$ cat src/rtl/mul_issue_if.sv
// Bundle between the execute stage, the issue block, writeback and the
// downstream multiplier. The slave modport is the issue block itself.
interface mul_issue_if #(
   parameter int DATA_W = 64
);
   logic              in_valid;
   logic              in_ready;
   logic              in_word;
   logic [DATA_W-1:0] in_a;
   logic [DATA_W-1:0] in_b;
   logic              flush;
   logic              out_valid;
   logic              out_ready;
   logic [DATA_W-1:0] out_data;
   logic              m_valid;
   logic              m_ready;
   logic [DATA_W:0]   m_multiplicand;
   logic [DATA_W:0]   m_multiplier;
   logic              m_out_valid;
   logic [DATA_W-1:0] m_result;

   modport master (
      output in_valid, in_word, in_a, in_b, flush, out_ready,
             m_ready, m_out_valid, m_result,
      input  in_ready, out_valid, out_data, m_valid, m_multiplicand, m_multiplier
   );

   modport slave (
      input  in_valid, in_word, in_a, in_b, flush, out_ready,
             m_ready, m_out_valid, m_result,
      output in_ready, out_valid, out_data, m_valid, m_multiplicand, m_multiplier
   );
endinterface

$ cat src/rtl/mul_issue.sv
// Issues MUL/MULW requests to an external 65x65 signed multiplier, with a
// single-entry result cache that short-circuits repeated identical requests.
module mul_issue #(
   parameter int DATA_W = 64
) (
   input logic       clk,
   input logic       rst,
   mul_issue_if.slave bus
);

   typedef enum logic [2:0] {IDLE, ISSUE, WAIT, DONE, DRAIN} state_t;

   state_t state, state_nxt;

   logic                     word_p0;
   logic signed [DATA_W-1:0] a_p0;
   logic signed [DATA_W-1:0] b_p0;
   logic signed [DATA_W-1:0] res_p1;

   logic                     c_vld;
   logic                     c_word;
   logic signed [DATA_W-1:0] c_a;
   logic signed [DATA_W-1:0] c_b;
   logic signed [DATA_W-1:0] c_res;

   logic accept;
   logic hit;
   logic capture;

   // MULW operands use only the low word, sign-extended to the 65-bit port.
   function automatic logic signed [DATA_W:0] form_op(input logic word,
                                                     input logic signed [DATA_W-1:0] x);
      if (word) return {{(DATA_W-31){x[31]}}, x[31:0]};
      return {x[DATA_W-1], x};
   endfunction

   function automatic logic signed [DATA_W-1:0] form_res(input logic word,
                                                        input logic [DATA_W-1:0] r);
      if (word) return {{(DATA_W-32){r[31]}}, r[31:0]};
      return r;
   endfunction

   assign accept  = bus.in_valid & bus.in_ready;
   assign hit     = c_vld & (c_word == bus.in_word) & (c_a == bus.in_a) & (c_b == bus.in_b);
   assign capture = (state == WAIT) & bus.m_out_valid & ~bus.flush;

   always_ff @(posedge clk) begin
      if (rst) state <= IDLE;
      else     state <= state_nxt;
   end

   always_comb begin
      state_nxt = state;
      unique case (state)
         IDLE:  if (accept) state_nxt = hit ? DONE : ISSUE;
         ISSUE: if (bus.flush)        state_nxt = IDLE;
                else if (bus.m_ready) state_nxt = WAIT;
         WAIT:  if (bus.m_out_valid)  state_nxt = bus.flush ? IDLE : DONE;
                else if (bus.flush)   state_nxt = DRAIN;
         DONE:  if (bus.flush | bus.out_ready) state_nxt = IDLE;
         DRAIN: if (bus.m_out_valid)  state_nxt = IDLE;
         default: state_nxt = IDLE;
      endcase
   end

   always_comb begin
      bus.in_ready       = (state == IDLE)  & ~bus.flush;
      bus.m_valid        = (state == ISSUE) & ~bus.flush;
      bus.out_valid      = (state == DONE);
      bus.out_data       = res_p1;
      bus.m_multiplicand = form_op(word_p0, a_p0);
      bus.m_multiplier   = form_op(word_p0, b_p0);
   end

   // p0: request capture; p1: result register and cache update
   always_ff @(posedge clk) begin
      if (rst) begin
         word_p0 <= 1'b0;
         a_p0    <= '0;
         b_p0    <= '0;
         res_p1  <= '0;
         c_vld   <= 1'b0;
         c_word  <= 1'b0;
         c_a     <= '0;
         c_b     <= '0;
         c_res   <= '0;
      end else begin
         if (accept) begin
            word_p0 <= bus.in_word;
            a_p0    <= bus.in_a;
            b_p0    <= bus.in_b;
            if (hit) res_p1 <= c_res;
         end
         if (capture) begin
            res_p1 <= form_res(word_p0, bus.m_result);
            c_vld  <= 1'b1;
            c_word <= word_p0;
            c_a    <= a_p0;
            c_b    <= b_p0;
            c_res  <= form_res(word_p0, bus.m_result);
         end
      end
   end

endmodule

$ cat src/flat_wrapper.sv
// flat-port wrapper written by rule: the top's interface ports become plain ports
module mul_issue_flat 
#(
   parameter int DATA_W = 64
)
  (clk, rst, bus_in_valid, bus_in_word, bus_in_a, bus_in_b, bus_flush, bus_out_ready, bus_m_ready, bus_m_out_valid, bus_m_result, bus_in_ready, bus_out_valid, bus_out_data, bus_m_valid, bus_m_multiplicand, bus_m_multiplier);
  mul_issue_if #(.DATA_W(DATA_W)) bus_i ();
  input logic clk;
  input logic rst;
  input wire logic [$bits(bus_i.in_valid)-1:0] bus_in_valid;
  input wire logic [$bits(bus_i.in_word)-1:0] bus_in_word;
  input wire logic [$bits(bus_i.in_a)-1:0] bus_in_a;
  input wire logic [$bits(bus_i.in_b)-1:0] bus_in_b;
  input wire logic [$bits(bus_i.flush)-1:0] bus_flush;
  input wire logic [$bits(bus_i.out_ready)-1:0] bus_out_ready;
  input wire logic [$bits(bus_i.m_ready)-1:0] bus_m_ready;
  input wire logic [$bits(bus_i.m_out_valid)-1:0] bus_m_out_valid;
  input wire logic [$bits(bus_i.m_result)-1:0] bus_m_result;
  output wire logic [$bits(bus_i.in_ready)-1:0] bus_in_ready;
  output wire logic [$bits(bus_i.out_valid)-1:0] bus_out_valid;
  output wire logic [$bits(bus_i.out_data)-1:0] bus_out_data;
  output wire logic [$bits(bus_i.m_valid)-1:0] bus_m_valid;
  output wire logic [$bits(bus_i.m_multiplicand)-1:0] bus_m_multiplicand;
  output wire logic [$bits(bus_i.m_multiplier)-1:0] bus_m_multiplier;
  assign bus_i.in_valid = bus_in_valid;
  assign bus_i.in_word = bus_in_word;
  assign bus_i.in_a = bus_in_a;
  assign bus_i.in_b = bus_in_b;
  assign bus_i.flush = bus_flush;
  assign bus_i.out_ready = bus_out_ready;
  assign bus_i.m_ready = bus_m_ready;
  assign bus_i.m_out_valid = bus_m_out_valid;
  assign bus_i.m_result = bus_m_result;
  assign bus_in_ready = bus_i.in_ready;
  assign bus_out_valid = bus_i.out_valid;
  assign bus_out_data = bus_i.out_data;
  assign bus_m_valid = bus_i.m_valid;
  assign bus_m_multiplicand = bus_i.m_multiplicand;
  assign bus_m_multiplier = bus_i.m_multiplier;
  mul_issue #(.DATA_W(DATA_W)) u_core (.clk(clk), .rst(rst), .bus(bus_i));
endmodule
$ cat config.mk
export PLATFORM = sky130hd
export DESIGN_NAME = mul_issue_flat
export DESIGN_NICKNAME = d
export VERILOG_FILES = /design/src/rtl/mul_issue_if.sv /design/src/rtl/mul_issue.sv /design/src/flat_wrapper.sv
export SDC_FILE = /design/constraint.sdc
export NUM_CORES = 1
export LEC_CHECK = 0
export CAP_MARGIN = 20
export CORE_MARGIN = 2
export CORE_UTILIZATION = 54
export CTS_BUF_LIST = sky130_fd_sc_hd__clkbuf_8 sky130_fd_sc_hd__clkbuf_16
export DETAILED_ROUTE_END_ITERATION = 8
export GPL_TIMING_DRIVEN = 0
export PLACE_DENSITY = 0.88
export SETUP_SLACK_MARGIN = 0.1
export SYNTH_ARGS = -nofsm -noshare
export SYNTH_HDL_FRONTEND = slang
export SYNTH_SLANG_ARGS = --single-unit
$ cat constraint.sdc
create_clock -name clk -period 6.12 [get_ports clk]
set_input_delay 1.224 -clock clk [delete_from_list [all_inputs] [get_ports clk]]
set_output_delay 1.224 -clock clk [all_outputs]
set_load 0.1 [all_outputs]
==> run_results.csv <==
group,metric,value,unit
cells_and_area,fillCellCount,2181,
clocking,postCtsHoldBufs,0,
sta,slew_headroom,0.2536,
logic_synthesis,async_flop_share,0,
detailed_routing,drtIter0Drc,1520,
clocking,path_clk_slew,0.06,ns
sta,tightestPinTransition,1.116,ns
floorplan,die_h,179.9,um
detailed_routing,vias_per_cell,5.576,
worst_setup_path,start_kind,"register",
clocking,cts_buffers,41,
logic_synthesis,synth_ff_type,"dfxtp_1",
logic_synthesis,netlist.area_leader.share,0.4671,
place,port-buffer-count,395,
sta,fin_crit_sh,0.9323,
detailed_routing,dr.pass1.iters,5,
clocking,tritoncts,"done",
grt,antenna_found_initial,4,
sta,timing.setup.tns,0,ns
worst_setup_path,ff2ff_setup_slack,3.08,ns
detailed_routing,vias,16440,
cells_and_area,final-instance-count-excl-fill,2949,
worst_setup_path,cp_data_required_time,4.90,ns
cells_and_area,drive_gt1_frac,0.06120,
sta,rsz0062_at_grt,"false",
sta,slew_viol_final,0,
worst_setup_path,critPathArrivalTime,4.48,ns
detailed_routing,wirelength,59780,um
worst_setup_path,regToRegStartpoint,"u_core.state[1]",
sta,finalClockSkew,0.01132,ns
floorplan,dieArea,0.03237,sq mm
sta,fmax,0.1753,GHz
floorplan,initial_utilization,0.5478,
run,cap_violations,0,
logic_synthesis,yosys.cell_types.count,36,
clocking,post-cts-setup-buffers,0,
clocking,cts_resized,0,
worst_hold_path,hold_class,"reg2reg",
worst_hold_path,worstHoldStart,"u_core.c_res[10]",
logic_synthesis,synthCells,2080,
logic_synthesis,avgSynthCellArea,8.035,sq um
clocking,cts_buffer_depth,3,
cells_and_area,syn_to_final_growth,34.74,%
grt,grt_pass1_vias,16270,
grt,grt_max_degree,14,
detailed_routing,ant_nets,0,
worst_hold_path,whs_path_depth,2,
grt,grtUsageTotal,0.3528,
floorplan,num_rows,64,
place,place_hpwl,44410,um
cells_and_area,final_nets,2718,
status,status,"completed",
logic_synthesis,ys_seq_area_frac,0.4671,
power,leakage,8.028,nW
sta,setup_violations,0,
logic_synthesis,yosysWarnings,0,
clocking,insertion_delay,0.54,ns
clocking,cts_root_buf,"clkbuf_16",
place,gp_congestion,1.011,
power,peakVddDrop,186.3,uV
logic_synthesis,ys_seq_elements,390,
worst_setup_path,cp-startpoint,"u_core.word_p0",
logic_synthesis,syn_nets,2280,
worst_setup_path,reg2regPathDepth,7,
logic_synthesis,synth_area,0.01671,sq mm
detailed_routing,wl_per_cell,20.27,um
worst_setup_path,critical_path_class,"reg2out",
floorplan,core,0.03051,sq mm
power,p_per_area,267.9,mW/mm^2
worst_setup_path,r2r-end,"u_core.c_b[44]",
sta,final.min_clock_period,5.705,ns
floorplan,die_w,179.9,um
floorplan,ios,397,
place,dp.cells,2871,
sta,hold_violations,0,
logic_synthesis,synth_area_leaders,"dfxtp_1 47%, nand2_1 13%, a21oi_1 8.7%",
worst_setup_path,cp_max_fo,10,
clocking,cts_sinks,390,
grt,grt_pass1_wl,90350,um
detailed_routing,drc,0,
worst_hold_path,hold_end,"u_core.c_res[10]",
logic_synthesis,synth_edf_count,0,
grt,overflow,0,
logic_synthesis,yosysTopAreaCell,"dfxtp_1",
worst_setup_path,end_kind,"primary output",
clocking,ctsHtreeMaxLevel,2,
==> critical path, cell delays in order, from the launching register on <==
cell	delay (ns)
dfxtp_1	0.35
clkbuf_1	0.35
clkbuf_1	0.67
clkbuf_1	0.74
clkbuf_1	0.52
o21ai_0	0.28
clkdlybuf4s50_1	1.03
==> cells in the mapped netlist (7+ instances only) <==
master     number
a21oi_1       290
a2111o_1       13
dfxtp_1       390
xnor2_1        81
inv_1          86
a311oi_1       32
o21ai_0        65
nand4_1        21
nor2b_1       106
nand2b_1       53
clkbuf_1      129
nor4_1         11
mux2_1         47
mux2_4         13
o2111ai_1       7
nand2_1       588
nor2_1         38
buf_4          66
==> registers in the layout, indices dropped and copies added (netlist names) <==
signal / flops
u_core.c_res: 64
u_core.b_p0: 64
u_core.c_word: 1
u_core.word_p0: 1
u_core.a_p0: 64
u_core.c_a: 64
u_core.c_vld: 1
u_core.bus.out_data: 64
u_core.state: 3
u_core.c_b: 64
==> power breakdown <==
| part | leakage, nW | internal (mW) | switching, mW | total, mW |
|---|---|---|---|---|
| clock | 0.716 | 1.45 | 1.04 | 2.49 |
| sequential | 3.15 | 2.58 | 0.0389 | 2.62 |
| combinational | 4.16 | 0.295 | 0.625 | 0.921 |
| total | 8.03 | 4.33 | 1.70 | 6.03 |
==> cell families (layout without fill, tap and decap cells) <==
group,count (synthesis),after routing,synth area share
and+or+nand+nor,830,830,0.2174
AOI/OAI and AO/OA,421,421,0.1431
DFF,390,390,0.4671
buffers and inverters,293,762,0.08332
xor gates and xnor gates,81,81,0.04245
muxes,65,65,0.04664
other,0,4,0
==> per-layer routing <==
layer  vias to the layer above  global-route usage  routed length (um)
li1                       7598                   -                   -
met1                      7725              0.4118               22500
met2                       923              0.6129               28540
met3                       196             0.07557                5536
met4                         2              0.1743                3182
met5                         -                   0                  13
==> layout make-up <==
class / count / area [sq um] / area share
clock inverters: 23 / 161.4 / 0.007167
diodes: 4 / 10.01 / 0.0004445
well taps: 396 / 495.5 / 0.02200
multi-input cells: 1397 / 7513 / 0.3336
repair buffers: 395 / 3954 / 0.1756
inverters: 86 / 322.8 / 0.01433
flip-flops and latches: 390 / 7807 / 0.3467
clock buffers: 51 / 1186 / 0.05267
plain buffers: 207 / 1070 / 0.04750
==> cells in the final DEF, fill, tap and decap left out, types with 2 or more instances in the layout <==
cell type and instances:
a2111o_1 13, a2111oi_2 2, a21oi_1 290, a311oi_1 32, and2_1 2, buf_1 6
buf_4 66, buf_6 6, bufinv_16 2, clkbuf_1 129, clkbuf_16 43, clkbuf_8 8
clkdlybuf4s50_1 395, clkinv_2 6, dfxtp_1 390, diode_2 4, inv_1 98, inv_6 2
mux2_1 47, mux2_2 4, mux2_4 13, nand2_1 588, nand2b_1 53, nand3_1 4
nand4_1 21, nor2_1 38, nor2b_1 106, nor3_1 3, nor4_1 11, o2111ai_1 7
o21ai_0 65, o221ai_1 3, o22ai_1 5, xnor2_1 81
==> worst max path at each step <==
stage,end,slack [ns],cells after the start
floorplan,u_core.b_p0[53],0.59,7
global placement,bus_m_multiplier[32],1.13,6
CTS,bus_m_multiplier[32],0.53,6
global route,bus_m_multiplier[32],0.48,6
finish,bus_m_multiplier[32],0.41,6
detailed placement,bus_m_multiplier[32],1.12,6
==> metrics by stage <==
stage	hold WS (ns)	utilization	setup WS, ns	area [sq um]	power (mW)
2_1_floorplan	0.4345	-	0.5887	16710	3.225
3_3_place_gp	0.4404	0.6937	1.134	21160	3.570
3_5_place_dp	0.4523	0.6937	1.123	21160	3.580
4_1_cts	0.4614	0.7378	0.5253	22510	6.021
5_1_grt	0.4734	0.7379	0.4750	22510	6.170
6_report	0.4598	0.7381	0.4146	22520	6.034
(Power assumes the default switching activity.)
